`src/rtl/mem_seq_pkg.sv`:
```
// rtl/mem_seq_pkg.sv - shared types, funct3 constants and helpers for mem_access_sequencer
package mem_seq_pkg;

    typedef enum logic [2:0] {
        IDLE,
        LOAD_LO,
        LOAD_HI,
        STORE,
        STORE_BYTE,
        RESP
    } state_e;

    localparam logic [2:0] FUNCT3_SB = 3'b000;
    localparam logic [2:0] FUNCT3_LD = 3'b011;

    // 111 is the only unused load encoding; stores stop at SD.
    function automatic logic load_legal(input logic [2:0] funct3);
        return funct3 != 3'b111;
    endfunction

    function automatic logic store_legal(input logic [2:0] funct3);
        return ~funct3[2];
    endfunction

    function automatic logic [3:0] size_bytes(input logic [2:0] funct3);
        return 4'd1 << funct3[1:0];
    endfunction

endpackage

```
`src/rtl/mem_access_sequencer_load_extract.sv`:
```
// rtl/mem_access_sequencer_load_extract.sv - byte-lane select and sign/zero extension of load data
module load_extract
    import mem_seq_pkg::*;
(
    input  logic [127:0] data_i,
    input  logic [2:0]   off_i,
    input  logic [2:0]   funct3_i,
    output logic [63:0]  result_o
);

    logic [63:0] window;

    assign window = 64'(data_i >> {off_i, 3'b000});

    always_comb begin
        result_o = window;
        case (funct3_i[1:0])
            2'd0: result_o = funct3_i[2] ? {56'd0, window[7:0]}  : {{56{window[7]}},  window[7:0]};
            2'd1: result_o = funct3_i[2] ? {48'd0, window[15:0]} : {{48{window[15]}}, window[15:0]};
            2'd2: result_o = funct3_i[2] ? {32'd0, window[31:0]} : {{32{window[31]}}, window[31:0]};
            default: result_o = window;
        endcase
    end

endmodule

```
`src/rtl/mem_access_sequencer.sv`:
```
// rtl/mem_access_sequencer.sv - splits RV64 loads/stores into naturally aligned data_memory accesses
module mem_access_sequencer
    import mem_seq_pkg::*;
#(
    parameter int ADDR_WIDTH = 64,
    parameter int DATA_WIDTH = 64
) (
    input  logic                  clk,
    input  logic                  rst,
    input  logic                  req_valid_i,
    output logic                  req_ready_o,
    input  logic                  req_write_i,
    input  logic [2:0]            req_funct3_i,
    input  logic [ADDR_WIDTH-1:0] req_addr_i,
    input  logic [DATA_WIDTH-1:0] req_wdata_i,
    output logic                  resp_valid_o,
    output logic [DATA_WIDTH-1:0] resp_rdata_o,
    output logic                  resp_err_o,
    output logic [ADDR_WIDTH-1:0] mem_addr_o,
    output logic [DATA_WIDTH-1:0] mem_wdata_o,
    output logic                  mem_write_en_o,
    output logic [2:0]            mem_funct3_o,
    input  logic [DATA_WIDTH-1:0] mem_rdata_i
);

    state_e                  state_q, state_d;
    logic [ADDR_WIDTH-1:0]   addr_q, addr_d;
    logic [DATA_WIDTH-1:0]   wdata_q, wdata_d;
    logic [DATA_WIDTH-1:0]   lo_q, lo_d;
    logic [DATA_WIDTH-1:0]   hi_q, hi_d;
    logic [2:0]              funct3_q, funct3_d;
    logic [2:0]              k_q, k_d;
    logic                    write_q, write_d;
    logic                    err_q, err_d;

    logic [3:0]              size;
    logic [ADDR_WIDTH-1:0]   base;
    logic                    crossing;
    logic                    req_aligned;
    logic                    req_err;
    logic [63:0]             load_result;

    assign size        = size_bytes(funct3_q);
    assign base        = addr_q & ~ADDR_WIDTH'(7);
    assign crossing    = ({1'b0, addr_q[2:0]} + size) > 4'd8;
    assign req_aligned = (req_addr_i[2:0] & 3'(size_bytes(req_funct3_i) - 4'd1)) == 3'd0;
    assign req_err     = req_write_i ? ~store_legal(req_funct3_i) : ~load_legal(req_funct3_i);

    load_extract u_load_extract (
        .data_i   ({hi_q, lo_q}),
        .off_i    (addr_q[2:0]),
        .funct3_i (funct3_q),
        .result_o (load_result)
    );

    always_comb begin
        state_d        = state_q;
        addr_d         = addr_q;
        wdata_d        = wdata_q;
        lo_d           = lo_q;
        hi_d           = hi_q;
        funct3_d       = funct3_q;
        k_d            = k_q;
        write_d        = write_q;
        err_d          = err_q;
        resp_valid_o   = 1'b0;
        resp_rdata_o   = '0;
        resp_err_o     = 1'b0;
        mem_addr_o     = '0;
        mem_wdata_o    = '0;
        mem_write_en_o = 1'b0;
        mem_funct3_o   = FUNCT3_LD;

        case (state_q)
            IDLE: begin
                if (req_valid_i) begin
                    addr_d   = req_addr_i;
                    wdata_d  = req_wdata_i;
                    funct3_d = req_funct3_i;
                    write_d  = req_write_i;
                    err_d    = req_err;
                    hi_d     = '0;
                    k_d      = 3'd0;
                    if (req_err)          state_d = RESP;
                    else if (!req_write_i) state_d = LOAD_LO;
                    else if (req_aligned) state_d = STORE;
                    else                  state_d = STORE_BYTE;
                end
            end
            LOAD_LO: begin
                mem_addr_o = base;
                lo_d       = mem_rdata_i;
                state_d    = crossing ? LOAD_HI : RESP;
            end
            LOAD_HI: begin
                mem_addr_o = base + ADDR_WIDTH'(8);
                hi_d       = mem_rdata_i;
                state_d    = RESP;
            end
            STORE: begin
                mem_write_en_o = 1'b1;
                mem_addr_o     = addr_q;
                mem_funct3_o   = funct3_q;
                mem_wdata_o    = wdata_q;
                state_d        = RESP;
            end
            STORE_BYTE: begin
                mem_write_en_o = 1'b1;
                mem_funct3_o   = FUNCT3_SB;
                mem_addr_o     = addr_q + ADDR_WIDTH'(k_q);
                mem_wdata_o    = DATA_WIDTH'(wdata_q[{k_q, 3'b000} +: 8]);
                if ({1'b0, k_q} == size - 4'd1) state_d = RESP;
                else                            k_d     = k_q + 3'd1;
            end
            RESP: begin
                resp_valid_o = 1'b1;
                resp_err_o   = err_q;
                resp_rdata_o = (!write_q && !err_q) ? load_result : '0;
                state_d      = IDLE;
            end
            default: state_d = IDLE;
        endcase
    end

    // Ready is masked by rst so the pipeline sees no acceptance while reset is held.
    assign req_ready_o = (state_q == IDLE) && !rst;

    always_ff @(posedge clk or posedge rst) begin
        if (rst) begin
            state_q  <= IDLE;
            addr_q   <= '0;
            wdata_q  <= '0;
            lo_q     <= '0;
            hi_q     <= '0;
            funct3_q <= '0;
            k_q      <= '0;
            write_q  <= 1'b0;
            err_q    <= 1'b0;
        end else begin
            state_q  <= state_d;
            addr_q   <= addr_d;
            wdata_q  <= wdata_d;
            lo_q     <= lo_d;
            hi_q     <= hi_d;
            funct3_q <= funct3_d;
            k_q      <= k_d;
            write_q  <= write_d;
            err_q    <= err_d;
        end
    end

endmodule
```
`config.mk`:
```
export PLATFORM = sky130hd
export DESIGN_NAME = mem_access_sequencer
export DESIGN_NICKNAME = d
export VERILOG_FILES = /design/src/rtl/mem_seq_pkg.sv /design/src/rtl/mem_access_sequencer_load_extract.sv /design/src/rtl/mem_access_sequencer.sv
export SDC_FILE = /design/constraint.sdc
export NUM_CORES = 1
export LEC_CHECK = 0
export CORE_MARGIN = 2
export CORE_UTILIZATION = 30
export CTS_CLUSTER_SIZE = 10
export DETAILED_ROUTE_END_ITERATION = 8
export PLACE_DENSITY = 0.66
export SYNTH_ARGS = -nofsm -noshare
export SYNTH_HDL_FRONTEND = slang
export SYNTH_SLANG_ARGS = --single-unit
export TNS_END_PERCENT = 5
```
`constraint.sdc`:
```
create_clock -name clk -period 8.3 [get_ports clk]
set_input_delay 1.66 -clock clk [delete_from_list [all_inputs] [get_ports clk]]
set_output_delay 1.66 -clock clk [all_outputs]
set_load 0.1 [all_outputs]
```
==> Implementation_results.wiki <==
{| class="wikitable"
! Metric !! Value
|-
| Cell taking the most area after synthesis || sky130_fd_sc_hd__dfrtp_1
|-
| P_leak || about 9.8 nW
|-
| Max-Cap Viols || 0
|-
| Hold path startpoint || addr_q[63]
|-
| Number of cells produced by synthesis || between 2000 and 2500
|-
| Area growth syn-to-layout || 32.8%
|-
| Final count of hold timing violations || 0
|-
| Critical path launch point type || flop
|-
| Tcrit/Tclk final || 85.8%
|-
| Mean cell area of the mapped netlist || 7.98 sq um
|-
| Post-layout net count || 2638
|-
| Synth cell types || 57
|-
| Part of the Yosys area used for sequential elements || 37.8%
|-
| Number of antenna violations at the first check in global routing || 19
|-
| First-pass detailed-route iteration total || 7
|-
| Number of buffers inserted for hold repair after clock tree synthesis || 0
|-
| Chip height || 243 um
|-
| Post-Route Setup TNS || 0 ns
|-
| Iteration-0 DRC Markers || 1947
|-
| Post-synthesis instance area || 0.0171 sq mm
|-
| GRT Overall Usage || 23.6%
|-
| Setup crit end kind || output pin
|-
| Worst-case clock buffer depth || 3
|-
| Post-synth ARST share || 100%
|-
| Number of remaining DRC errors || 0
|-
| Sequence of cells on the critical path || mux4_2 -> mux2i_1 -> or4_1 -> a21boi_4 -> a221o_1 -> a41oi_1 -> clkdlybuf4s50_1
|-
| Start point of the critical path || addr_q[1]
|-
| Drt wl/cell || roughly 22 um
|-
| Num rows || 87
|-
| Pin count of the biggest net entering global routing || 157
|-
| Total design power || 10.9 mW
|-
| Vias/cell || 5.51
|-
| Gp weighted congestion || 0.956
|-
| Synth Net Count || about 2400
|-
| ANT nets after route || 0
|-
| Clock transition at the registers of the reported paths || 0.06 ns
|-
| Max-slew headroom || about an eighth
|-
| Post-DP HPWL || 51400 um
|-
| Clock latency on the worst-skew pair || 0.56 ns
|-
| EDFF count, synth || 0
|-
| Count of clock tree sinks || about 260
|-
| Maximum fanout along the worst path || 80
|-
| Flip-flop cell with the highest count after synthesis || sky130_fd_sc_hd__dfrtp_1
|-
| Vias || ~18000
|-
| Required time at the worst-slack endpoint || 6.64 ns
|-
| Wire length of the first global-routing pass || ~110000 um
|-
| Peak supply drop || 0.000311 V
|-
| CTS buffer count || 35
|-
| Die outline width || approximately 240 um
|-
| Die Outline Area || about 0.059 sq mm
|-
| Worst clock skew || 0.0441 ns
|-
| Slowest stage delay, CP || ~1.1 ns
|-
| Yosys top cell area share || 37.8%
|-
| TritonCTS clock tree || done
|-
| Final hold slack || 0.499 ns
|-
| Startpoint-to-endpoint class of the critical path || flop to output pin
|-
| Post-detailed-routing wire length || 71900 um
|-
| Min-Delay Path Class || flop to flop
|-
| # port buffers || just under 400
|-
| Top cells by area in the synthesized netlist || sky130_fd_sc_hd__dfrtp_1, sky130_fd_sc_hd__nand2_1, sky130_fd_sc_hd__mux2_2
|-
| Gates resized, CTS repair || 0
|-
| Postcts setup bufs || 0
|-
| Final slew viol count || 0
|-
| Buffer type at the clock tree root || sky130_fd_sc_hd__clkbuf_16
|-
| Placeable core region || ~0.056 sq mm
|-
| Post-route insts no fill || 3211
|-
| Power Density || between 400 and 500 mW/mm^2
|-
| Number of ports placed on the die boundary || 398
|-
| Initial core utilization || a little under a third
|-
| Flops & latches, synth || ~260
|-
| Arrival time worst endpoint || 5.46 ns
|-
| Cell count after placement || 3150
|-
| Critical Path Slowest Stage Cell || sky130_fd_sc_hd__clkdlybuf4s50_1
|-
| Outcome || finished, final reports clean
|-
| RSZ-0062 raised after global routing || false
|-
| Congestion Overflow GR || 0
|-
| Area post-placement || 0.0216 sq mm
|-
| Depth of the CTS H-tree || 2
|-
| Share of layout cells above drive strength 1 || around 8.5%
|-
| Count of warnings emitted by yosys || 0
|-
| Final setup vio count || 0
|-
| Start of the worst register-to-register path || state_q[1]
|-
| Clock period minus worst slack || 7.12 ns
|-
| Max Clk Rate || 0.140 GHz
|-
| Transition time at the pin with the least slew margin || 1.30 ns
|-
| Vias in the first global route || 16900
|-
| Final cell area excluding filler cells || 0.0228 sq mm
|}
==> cells in the mapped netlist (8+ instances only) <==
cell type,instances
sky130_fd_sc_hd__a41oi_1,8
sky130_fd_sc_hd__dfrtp_1,259
sky130_fd_sc_hd__o22ai_1,14
sky130_fd_sc_hd__a311oi_1,15
sky130_fd_sc_hd__o21ai_0,90
sky130_fd_sc_hd__clkbuf_1,149
sky130_fd_sc_hd__xnor2_1,11
sky130_fd_sc_hd__and2_1,31
sky130_fd_sc_hd__nand4_1,40
sky130_fd_sc_hd__or3_1,8
sky130_fd_sc_hd__a22oi_1,8
sky130_fd_sc_hd__nor4_1,11
sky130_fd_sc_hd__a31oi_1,52
sky130_fd_sc_hd__a211o_1,15
sky130_fd_sc_hd__and3_1,71
sky130_fd_sc_hd__a21oi_1,86
sky130_fd_sc_hd__nand2b_1,8
sky130_fd_sc_hd__inv_1,11
sky130_fd_sc_hd__mux2_2,82
sky130_fd_sc_hd__o31ai_1,11
sky130_fd_sc_hd__mux4_2,27
sky130_fd_sc_hd__a211oi_1,61
sky130_fd_sc_hd__buf_2,17
sky130_fd_sc_hd__nor2_1,112
sky130_fd_sc_hd__nor3_1,24
sky130_fd_sc_hd__nand3_1,78
sky130_fd_sc_hd__nand2_1,664
sky130_fd_sc_hd__nor2b_1,20
sky130_fd_sc_hd__mux2i_1,86
sky130_fd_sc_hd__buf_1,14
==> critical path, delay by kind of cell, from the launching register on <==
kind,cells,cell delay [ns]
AO/OA/AOI/OAI,3,1.75
buffers and inverters,1,1.09
flip-flops,1,0.97
multiplexers,2,0.66
AND/OR/NAND/NOR,1,0.41
==> per-stage QoR <==
step / utilization [%] / setup WS, ns
after floorplan: - / 1.72
final: 40.4 / 1.18
after global placement: 38.4 / 1.96
after detailed placement: 38.4 / 1.75
after CTS: 40.3 / 1.14
after global routing: 40.4 / 0.886
==> cell usage in the layout, fill, tap and decap left out, drive strengths merged, types with 15 or more instances in the layout <==
cell type / netlist / final
a211oi: 61 / 61
mux4: 27 / 27
a21oi: 86 / 86
nor3: 24 / 24
nand4: 40 / 40
o21ai: 92 / 92
and3: 71 / 71
clkdlybuf4s50: 0 / 397
buf: 31 / 29
nand2: 664 / 664
mux2i: 86 / 86
a31oi: 52 / 52
dfrtp: 259 / 259
nor2: 112 / 112
nand3: 78 / 78
clkbuf: 150 / 43
a311oi: 15 / 15
and2: 31 / 31
mux2: 82 / 82
nor2b: 20 / 20
a211o: 15 / 15
==> logic make-up (layout without fill, tap and decap cells) <==
family,count (synthesis),count (layout),synth area share [%]
buffers and inverters,192,490,4.34
XOR/XNOR,17,17,0.869
AND/OR/NAND/NOR,1084,1084,27.7
AO/OA/AOI/OAI,394,394,14.7
flip-flops,259,259,37.8
other,0,8,0
multiplexers,195,195,14.0
adder cells (fa/ha/maj),8,8,0.628
==> report_power, final <==
| group | leakage, nW | internal, mW | total, mW | switching (mW) |
|---|---|---|---|---|
| clock network | 0.545 | 0.891 | 1.49 | 0.596 |
| registers | 3.26 | 1.85 | 2.71 | 0.853 |
| logic | 5.96 | 2.03 | 6.69 | 4.67 |
| total | 9.76 | 4.77 | 10.9 | 6.12 |
==> flip-flops by register name, indices dropped and copies added (netlist names) <==
signal and cells:
hi_q 56, err_q 1, lo_q 64, addr_q 64, state_q 3, write_q 1, k_q 3, wdata_q 64
funct3_q 3
==> worst paths after layout <==
| path | to | slack (ns) | cells after the start |
|---|---|---|---|
| worst max register to register | hi_q[52] | 4.65 | 6 |
| min in group asynchronous | addr_q[17] | 1.66 | 2 |
| worst max-delay path | resp_rdata_o[63] | 1.18 | 7 |
| worst min register to register | addr_q[63] | 0.50 | 2 |
| max in group asynchronous | wdata_q[3] | 5.28 | 3 |
| worst min-delay path | addr_q[63] | 0.50 | 2 |
==> layer usage <==
metal / track usage (%) / vias up / wire length [um]
li1: - / 8127 / -
met1: 34.0 / 8643 / 32100
met2: 33.5 / 757 / 30800
met3: 6.40 / 141 / 6410
met4: 9.06 / 22 / 2440
met5: 0 / - / 135
==> final cells by class <==
class                           instances  area (sq um)
Sequential cell                       259          6490
Antenna cell                            8          20.0
Timing Repair Buffer                  426          4200
Multi-Input combinational cell       1698          9960
Inverter                               11          45.0
Clock buffer                           43           977
Fill cell                            5744         33600
Clock inverter                         10           119
Tap cell                              756           946
No activity file was read; power rests on OpenSTA's default activity.
